<file path="config.mk">
export PLATFORM = sky130hd
export DESIGN_NAME = gpio_cfg_serial_loader_flat
export DESIGN_NICKNAME = d
export VERILOG_FILES = /design/src/rtl/gpio_cfg_serial_loader_if.sv /design/src/rtl/gpio_cfg_serial_loader.sv /design/src/flat_wrapper.sv
export SDC_FILE = /design/constraint.sdc
export NUM_CORES = 1
export LEC_CHECK = 0
export BUFFER_PORTS_ARGS = -buffer_cell sky130_fd_sc_hd__buf_2
export CORE_UTILIZATION = 29
export CTS_BUF_LIST = sky130_fd_sc_hd__clkbuf_8
export DETAILED_ROUTE_END_ITERATION = 16
export HOLD_SLACK_MARGIN = 0.05
export PLACE_DENSITY_LB_ADDON = 0.1
export SETUP_SLACK_MARGIN = 0.1
export SYNTH_ARGS = -nofsm -noshare
export SYNTH_HDL_FRONTEND = slang
export SYNTH_SLANG_ARGS = --single-unit
</file>
<file path="constraint.sdc">
create_clock -name wb_clk_i -period 1.8 [get_ports wb_clk_i]
set_input_delay 0.09 -clock wb_clk_i [delete_from_list [all_inputs] [get_ports wb_clk_i]]
set_output_delay 0.09 -clock wb_clk_i [all_outputs]
set_load 0.005 [all_outputs]
</file>
<file path="src/rtl/gpio_cfg_serial_loader_if.sv">
// Bus between housekeeping, the GPIO configuration loader and the pad serial chain.
// The master side is housekeeping plus the chain; the slave side is the loader.
// Optional readback signals exist only when GPIO_CFG_READBACK_EN is defined.
interface gpio_cfg_serial_loader_if #(
    parameter int NUM_PADS = 27,
    parameter int CFG_BITS = 13
);
    localparam int PW = $clog2(NUM_PADS);

    logic                start;
    logic                busy;
    logic                done;
    logic [PW-1:0]       cfg_addr;
    logic [CFG_BITS-1:0] cfg_data;
    logic                serial_clock;
    logic                serial_data;
    logic                serial_load;
    logic                serial_resetn;
`ifdef GPIO_CFG_READBACK_EN
    logic                serial_return;
    logic                rb_we;
    logic [PW-1:0]       rb_addr;
    logic [CFG_BITS-1:0] rb_data;

    modport master (
        output start, cfg_data, serial_return,
        input  busy, done, cfg_addr, serial_clock, serial_data, serial_load,
               serial_resetn, rb_we, rb_addr, rb_data
    );
    modport slave (
        input  start, cfg_data, serial_return,
        output busy, done, cfg_addr, serial_clock, serial_data, serial_load,
               serial_resetn, rb_we, rb_addr, rb_data
    );
`else
    modport master (
        output start, cfg_data,
        input  busy, done, cfg_addr, serial_clock, serial_data, serial_load,
               serial_resetn
    );
    modport slave (
        input  start, cfg_data,
        output busy, done, cfg_addr, serial_clock, serial_data, serial_load,
               serial_resetn
    );
`endif
endinterface

</file>
<file path="src/rtl/gpio_cfg_serial_loader.sv">
// GPIO pad configuration loader: fetches one CFG_BITS word per pad from the
// housekeeping register array (highest pad first), shifts it MSB-first down the
// pad serial chain and then strobes serial_load so every pad switches at once.
// Optional feature macro: GPIO_CFG_READBACK_EN captures the old chain contents
// from serial_return and writes them back one pad at a time.
// NUM_PADS must be at least 2 so the pad counter has a nonzero width.
module gpio_cfg_serial_loader #(
    parameter int NUM_PADS = 27,
    parameter int CFG_BITS = 13,
    parameter int CLK_DIV  = 2
) (
    input  logic                    wb_clk_i,
    input  logic                    wb_rst_i,
    gpio_cfg_serial_loader_if.slave bus
);
    localparam int PW = $clog2(NUM_PADS);
    localparam int BW = $clog2(CFG_BITS);
    localparam int DW = $clog2(CLK_DIV + 1);
    localparam logic [PW-1:0] PAD_LAST = PW'(NUM_PADS - 1);
    localparam logic [BW-1:0] BIT_LAST = BW'(CFG_BITS - 1);
    localparam logic [DW-1:0] DIV_LAST = DW'(CLK_DIV - 1);

    typedef enum logic [2:0] {
        IDLE, FETCH, LATCH, SHIFT_LO, SHIFT_HI, LOAD, DONE
    } state_t;

    state_t              state_reg;
    logic [PW-1:0]       pad_cnt_reg;
    logic [BW-1:0]       bit_cnt_reg;
    logic [DW-1:0]       div_cnt_reg;
    logic [CFG_BITS-1:0] shift_reg;
    logic [CFG_BITS-1:0] shift_next;
    logic [PW-1:0]       cfg_addr_reg;
    logic                busy_reg;
    logic                done_reg;
    logic                sclk_reg;
    logic                sdata_reg;
    logic                sload_reg;
    logic                sresetn_reg;

    // Word after the bit currently on the chain has been consumed.
    assign shift_next = {shift_reg[CFG_BITS-2:0], 1'b0};

`ifdef GPIO_CFG_READBACK_EN
    logic [CFG_BITS-1:0] rb_shift_reg;
    logic [CFG_BITS-1:0] rb_shift_next;
    logic                rb_we_reg;
    logic [PW-1:0]       rb_addr_reg;
    logic [CFG_BITS-1:0] rb_data_reg;

    // The chain tail bit is taken in at the end of each high phase.
    assign rb_shift_next = {rb_shift_reg[CFG_BITS-2:0], bus.serial_return};
`endif

    // Sequencer: all outputs are registered alongside the state transitions.
    always_ff @(posedge wb_clk_i) begin
        if (wb_rst_i) begin
            state_reg    <= IDLE;
            pad_cnt_reg  <= '0;
            bit_cnt_reg  <= '0;
            div_cnt_reg  <= '0;
            shift_reg    <= '0;
            cfg_addr_reg <= '0;
            busy_reg     <= 1'b0;
            done_reg     <= 1'b0;
            sclk_reg     <= 1'b0;
            sdata_reg    <= 1'b0;
            sload_reg    <= 1'b0;
            sresetn_reg  <= 1'b0;
`ifdef GPIO_CFG_READBACK_EN
            rb_shift_reg <= '0;
            rb_we_reg    <= 1'b0;
            rb_addr_reg  <= '0;
            rb_data_reg  <= '0;
`endif
        end else begin
            sresetn_reg <= 1'b1;
            done_reg    <= 1'b0;
`ifdef GPIO_CFG_READBACK_EN
            rb_we_reg   <= 1'b0;
`endif
            case (state_reg)
                IDLE: begin
                    if (bus.start) begin
                        pad_cnt_reg  <= PAD_LAST;
                        cfg_addr_reg <= PAD_LAST;
                        busy_reg     <= 1'b1;
                        state_reg    <= FETCH;
                    end
                end
                FETCH: begin
                    // Register array answers one cycle after cfg_addr.
                    state_reg <= LATCH;
                end
                LATCH: begin
                    shift_reg   <= bus.cfg_data;
                    sdata_reg   <= bus.cfg_data[CFG_BITS-1];
                    bit_cnt_reg <= BIT_LAST;
                    div_cnt_reg <= DIV_LAST;
                    state_reg   <= SHIFT_LO;
                end
                SHIFT_LO: begin
                    if (div_cnt_reg != '0) begin
                        div_cnt_reg <= div_cnt_reg - 1'b1;
                    end else begin
                        div_cnt_reg <= DIV_LAST;
                        sclk_reg    <= 1'b1;
                        state_reg   <= SHIFT_HI;
                    end
                end
                SHIFT_HI: begin
                    if (div_cnt_reg != '0) begin
                        div_cnt_reg <= div_cnt_reg - 1'b1;
                    end else begin
                        // Falling edge: data may change together with the clock
                        // dropping because the chain samples on the rising edge.
                        sclk_reg    <= 1'b0;
                        shift_reg   <= shift_next;
                        div_cnt_reg <= DIV_LAST;
`ifdef GPIO_CFG_READBACK_EN
                        rb_shift_reg <= rb_shift_next;
                        if (bit_cnt_reg == '0) begin
                            rb_we_reg   <= 1'b1;
                            rb_addr_reg <= pad_cnt_reg;
                            rb_data_reg <= rb_shift_next;
                        end
`endif
                        if (bit_cnt_reg != '0) begin
                            bit_cnt_reg <= bit_cnt_reg - 1'b1;
                            sdata_reg   <= shift_next[CFG_BITS-1];
                            state_reg   <= SHIFT_LO;
                        end else if (pad_cnt_reg != '0) begin
                            pad_cnt_reg  <= pad_cnt_reg - 1'b1;
                            cfg_addr_reg <= pad_cnt_reg - 1'b1;
                            state_reg    <= FETCH;
                        end else begin
                            sload_reg <= 1'b1;
                            state_reg <= LOAD;
                        end
                    end
                end
                LOAD: begin
                    if (div_cnt_reg != '0) begin
                        div_cnt_reg <= div_cnt_reg - 1'b1;
                    end else begin
                        sload_reg <= 1'b0;
                        done_reg  <= 1'b1;
                        state_reg <= DONE;
                    end
                end
                DONE: begin
                    busy_reg  <= 1'b0;
                    state_reg <= IDLE;
                end
                default: begin
                    state_reg <= IDLE;
                end
            endcase
        end
    end

    assign bus.busy          = busy_reg;
    assign bus.done          = done_reg;
    assign bus.cfg_addr      = cfg_addr_reg;
    assign bus.serial_clock  = sclk_reg;
    assign bus.serial_data   = sdata_reg;
    assign bus.serial_load   = sload_reg;
    assign bus.serial_resetn = sresetn_reg;
`ifdef GPIO_CFG_READBACK_EN
    assign bus.rb_we         = rb_we_reg;
    assign bus.rb_addr       = rb_addr_reg;
    assign bus.rb_data       = rb_data_reg;
`endif
endmodule
</file>
<file path="src/flat_wrapper.sv">
// flat-port wrapper written by rule: the top's interface ports become plain ports
module gpio_cfg_serial_loader_flat 
#(
    parameter int NUM_PADS = 27,
    parameter int CFG_BITS = 13,
    parameter int CLK_DIV  = 2
)
  (wb_clk_i, wb_rst_i, bus_start, bus_cfg_data, bus_busy, bus_done, bus_cfg_addr, bus_serial_clock, bus_serial_data, bus_serial_load, bus_serial_resetn);
  gpio_cfg_serial_loader_if #(.NUM_PADS(NUM_PADS), .CFG_BITS(CFG_BITS)) bus_i ();
  input  logic wb_clk_i;
  input  logic wb_rst_i;
  input wire logic [$bits(bus_i.start)-1:0] bus_start;
  input wire logic [$bits(bus_i.cfg_data)-1:0] bus_cfg_data;
  output wire logic [$bits(bus_i.busy)-1:0] bus_busy;
  output wire logic [$bits(bus_i.done)-1:0] bus_done;
  output wire logic [$bits(bus_i.cfg_addr)-1:0] bus_cfg_addr;
  output wire logic [$bits(bus_i.serial_clock)-1:0] bus_serial_clock;
  output wire logic [$bits(bus_i.serial_data)-1:0] bus_serial_data;
  output wire logic [$bits(bus_i.serial_load)-1:0] bus_serial_load;
  output wire logic [$bits(bus_i.serial_resetn)-1:0] bus_serial_resetn;
  assign bus_i.start = bus_start;
  assign bus_i.cfg_data = bus_cfg_data;
  assign bus_busy = bus_i.busy;
  assign bus_done = bus_i.done;
  assign bus_cfg_addr = bus_i.cfg_addr;
  assign bus_serial_clock = bus_i.serial_clock;
  assign bus_serial_data = bus_i.serial_data;
  assign bus_serial_load = bus_i.serial_load;
  assign bus_serial_resetn = bus_i.serial_resetn;
  gpio_cfg_serial_loader #(.NUM_PADS(NUM_PADS), .CFG_BITS(CFG_BITS), .CLK_DIV(CLK_DIV)) u_core (.wb_clk_i(wb_clk_i), .wb_rst_i(wb_rst_i), .bus(bus_i));
endmodule
</file>
==> summary.md <==
| Metric | Value |
|---|---|
| Status | `finished clean` |
| Simple-Gate Fraction of Synth Area | `29.4%` |
| FMAX | `580 MHz` |
| Clk_skew | `0.00724 ns` |
| Final Cycle Share | `a little over nine tenths` |
| FF-to-FF path depth | `6` |
| Synth Area in Compound Gates | `22.0%` |
| Final min period | `1.72 ns` |
| Fill cells | `611` |
| Critical path class | `register to register` |
| Layout cells sized above 1 | `slightly above 30%` |
| Vias in the first global route | `1499` |
| CP Capture Type | `register` |
| Critical Path AT | `1.93 ns` |
| Starting Density | `30.2%` |
| Total grt overflow | `0` |
| Prevailing post-synth register cell | `dfxtp_1` |
| Number of sinks on the clock net | `32` |
| Power per Cell Area | `1760 nW/um2` |
| Switching power | `between 0.0015 and 0.002 W` |
| Avg WL per Cell | `13.2 um` |
| Final ANT Viol Nets | `0` |
| Syn Nets | `230` |
| DR vias/cell | `roughly 5.0` |
| Max clock buf depth | `2` |
| Number of flip-flops in the largest register | `12` |
| Largest family of logic cells by synthesized area | `simple AND/OR/NAND/NOR gates` |
| Root Buffer | `clkbuf_8` |
| Area delta synth->final | `28.7%` |
| Initial antenna violation count | `0` |
| Via count | `1608` |
| Largest net degree at the start of global routing | `26` |
| Hold depth | `3` |
| IO Pins | `27` |
| CTS Buf Count | `5` |
| Internal power | `0.00226 W` |
| TritonCTS clock tree | `built` |
| Mapped Cells | `210` |
| Post-synthesis async set-or-reset flop share | `0%` |
| CTS H-tree depth | `2` |
| Site Rows | `27` |
| Setup TNS | `0 ns` |
| Slowest stage cell, crit path | `or3b_4` |
| First-pass GRT wire length | `about 7000 um` |
| CP startpoint kind | `register` |
| Multi-input logic area | `993 um2` |
| Area leader, netlist | `dfxtp_1` |
| Hold_ws | `0.0530 ns` |
| Core area | `5540 um2` |
| Final setup margin | `0.0769 ns` |
| Port bufs | `26` |
| Overall Global Routing Usage | `14.8%` |
| Dpl ws | `0.00000933 ns` |
| Max Cap Viol | `0` |
| Final Hold Vio Count | `0` |
| Worst-Margin Slew | `between 0.4 and 0.5 ns` |
| Worst-Skew Late Latency | `~0.29 ns` |
| Clock power frac | `a little under a fifth` |
| Synth area leaders | `dfxtp_1 38%, nand2_1 7.6%, a311oi_1 6.8%` |
| Setup violators final | `0` |
| Die Y-Extent | `78.0 um` |
| Diodes inserted | `0` |
| Sequential Power Share | `a little under a third` |
| Synth unique cells | `43` |
| CP max FO | `5` |
| EDFF count, synth | `0` |
| Gate power share | `50.4%` |
| RSZ-0062 raised after global routing | `true` |
| Max Slew Vio Count | `0` |
| Hpwl dp | `2870 um` |
| Cell area after synthesis | `1680 um2` |
| VDD IR-drop max | `0.546 mV` |
| Post-synthesis sequential area ratio | `38.2%` |
| Full die area | `6080 um2` |
| DIE WIDTH | `78.0 um` |
| Final WL | `4260 um` |
| RePlAce Congestion | `0.698` |
| Slew margin rel. | `67.3%` |
| Static Leak | `0.854 nW` |
| Synth Area in Adders | `under 10%` |
| # DRC | `0` |
| Yosys top cell area share | `around two fifths` |
| Synth Register Bits | `32` |
| Worst Path Required | `2.01 ns` |
| CP max stage delay | `between 0.4 and 0.5 ns` |
| Hold-fix buffers, CTS | `0` |
| Final net count | `269` |
| Multiplexer share of the synthesized area | `1.27%` |
| Warnings, synthesis | `0` |
| Clk pin slew, worst setup/hold paths | `0.07 ns` |
| Register area | `approximately 650 um2` |
| Switching Fraction | `approximately two fifths` |
| DRT iter0 DRCs | `58` |
| Mean Syn Cell Area | `7.98 um2` |
| Synth Area in XOR/XNOR | `0.523%` |
| HP Class | `input pin to register` |
| Critical path, cell by cell | `inv_2, ha_4, or3b_4, o41ai_4, a21oi_2, a311oi_2` |
| TritonRoute pass-1 iters | `4` |
## synth_stat cells (2+ instances only)
library cell / count
a31oi_1: 2
ha_1: 4
nor4_1: 3
dfxtp_1: 32
nor2_1: 25
nand3_1: 3
buf_2: 6
a211oi_1: 3
o31ai_1: 2
nand2_1: 34
or3_1: 2
clkbuf_1: 9
nor3b_1: 2
a21oi_1: 9
inv_1: 8
o22ai_1: 3
nor2b_1: 3
nand3b_1: 3
or3b_1: 2
a311oi_1: 13
nand2b_1: 7
nor3_1: 8
o21ai_0: 7
## cell families (layout without fill, tap and decap cells)
| family | after synthesis | count (layout) |
|---|---|---|
| muxes | 2 | 2 |
| and+or+nand+nor | 99 | 99 |
| xor gates and xnor gates | 1 | 1 |
| buffers and inverters | 23 | 63 |
| DFF | 32 | 32 |
| AOI/OAI and AO/OA | 49 | 49 |
| adders and majority gates | 4 | 4 |
## placed cells by master (no fill, tap or decap), types with 2 or more instances in the layout
cell type  Yosys  layout
a311oi_1      13      13
nor4_1         3       2
buf_2          6      27
ha_2           0       2
inv_1          8       7
nand2b_1       7       7
nor3b_1        2       2
a31oi_1        2       2
nor2_1        25      25
o21ai_0        7       7
dfxtp_1       32      28
nand3b_1       3       3
o31ai_1        2       2
clkbuf_8       0       5
buf_4          0      19
a211oi_1       3       2
nor3_1         8       8
nor2b_2        0       2
o22ai_1        3       3
a21oi_2        1       2
dfxtp_2        0       4
nand3_1        3       2
inv_2          0       2
nand2_1       34      34
or3_1          2       2
a21oi_1        9       8
## power by group through the flow
stage	registers [W]	clock network, W	logic [W]
3_3_place_gp	0.00121	0	0.00179
6_report	0.00120	0.000691	0.00192
5_1_grt	0.00124	0.000745	0.00215
2_1_floorplan	0.00113	0	0.00132
3_5_place_dp	0.00121	0	0.00179
4_1_cts	0.00120	0.000714	0.00182
## metrics by stage
stage	area, um2	util, %	instances	power [W]
floorplan	1700	-	210	0.00245
global placement	1980	35.8	311	0.00300
detailed placement	1980	35.8	311	0.00300
CTS	2100	37.9	319	0.00373
global route	2160	38.9	322	0.00414
finish	2160	38.9	322	0.00380
## worst max-delay path, delay by kind of cell, from the launching register on
| kind | cells | cell delay [ns] |
|---|---|---|
| compound gates | 3 | 0.68 |
| simple gates | 1 | 0.42 |
| flops | 1 | 0.32 |
| buf+inv | 1 | 0.07 |
| fa+ha+maj | 1 | 0.13 |
## metal layers
layer	vias up	wire [um]	GRT usage, %
met2	27	1890	22.4
met5	-	0	0
met4	0	46	5.00
li1	827	-	-
met1	750	2160	20.2
met3	4	155	3.88
## cell type report
| class | instances | share of cell area [%] |
|---|---|---|
| Clock buffer | 5 | 3.19 |
| Timing Repair Buffer | 47 | 13.4 |
| Clock inverter | 3 | 1.80 |
| Tap cell | 72 | 4.18 |
| Multi-Input combinational cell | 155 | 46.1 |
| Inverter | 8 | 1.39 |
| Sequential cell | 32 | 29.9 |
## what timing repair did
action / 4_1_cts / 5_1_grt
cloned: 0 / 1
pin swaps: 1 / 5
resized for setup: 4 / 10
setup buffers: 0 / 2
endpoints found under the setup margin: 5 / 19
## worst paths after layout
check	slack, ns	from	endpoint
hold reg to reg	0.47	u_core.shift_reg[0]$_SDFFE_PP0P_	u_core.shift_reg[0]$_SDFFE_PP0P_
hold / removal	0.05	bus_cfg_data[0]	u_core.shift_reg[0]$_SDFFE_PP0P_
setup reg to reg	0.08	u_core.bit_cnt_reg[0]$_SDFFE_PP0P_	u_core.pad_cnt_reg[3]$_SDFFE_PP0P_
setup / recovery	0.08	u_core.bit_cnt_reg[0]$_SDFFE_PP0P_	u_core.pad_cnt_reg[3]$_SDFFE_PP0P_
Power figures use the tool's default switching activity.
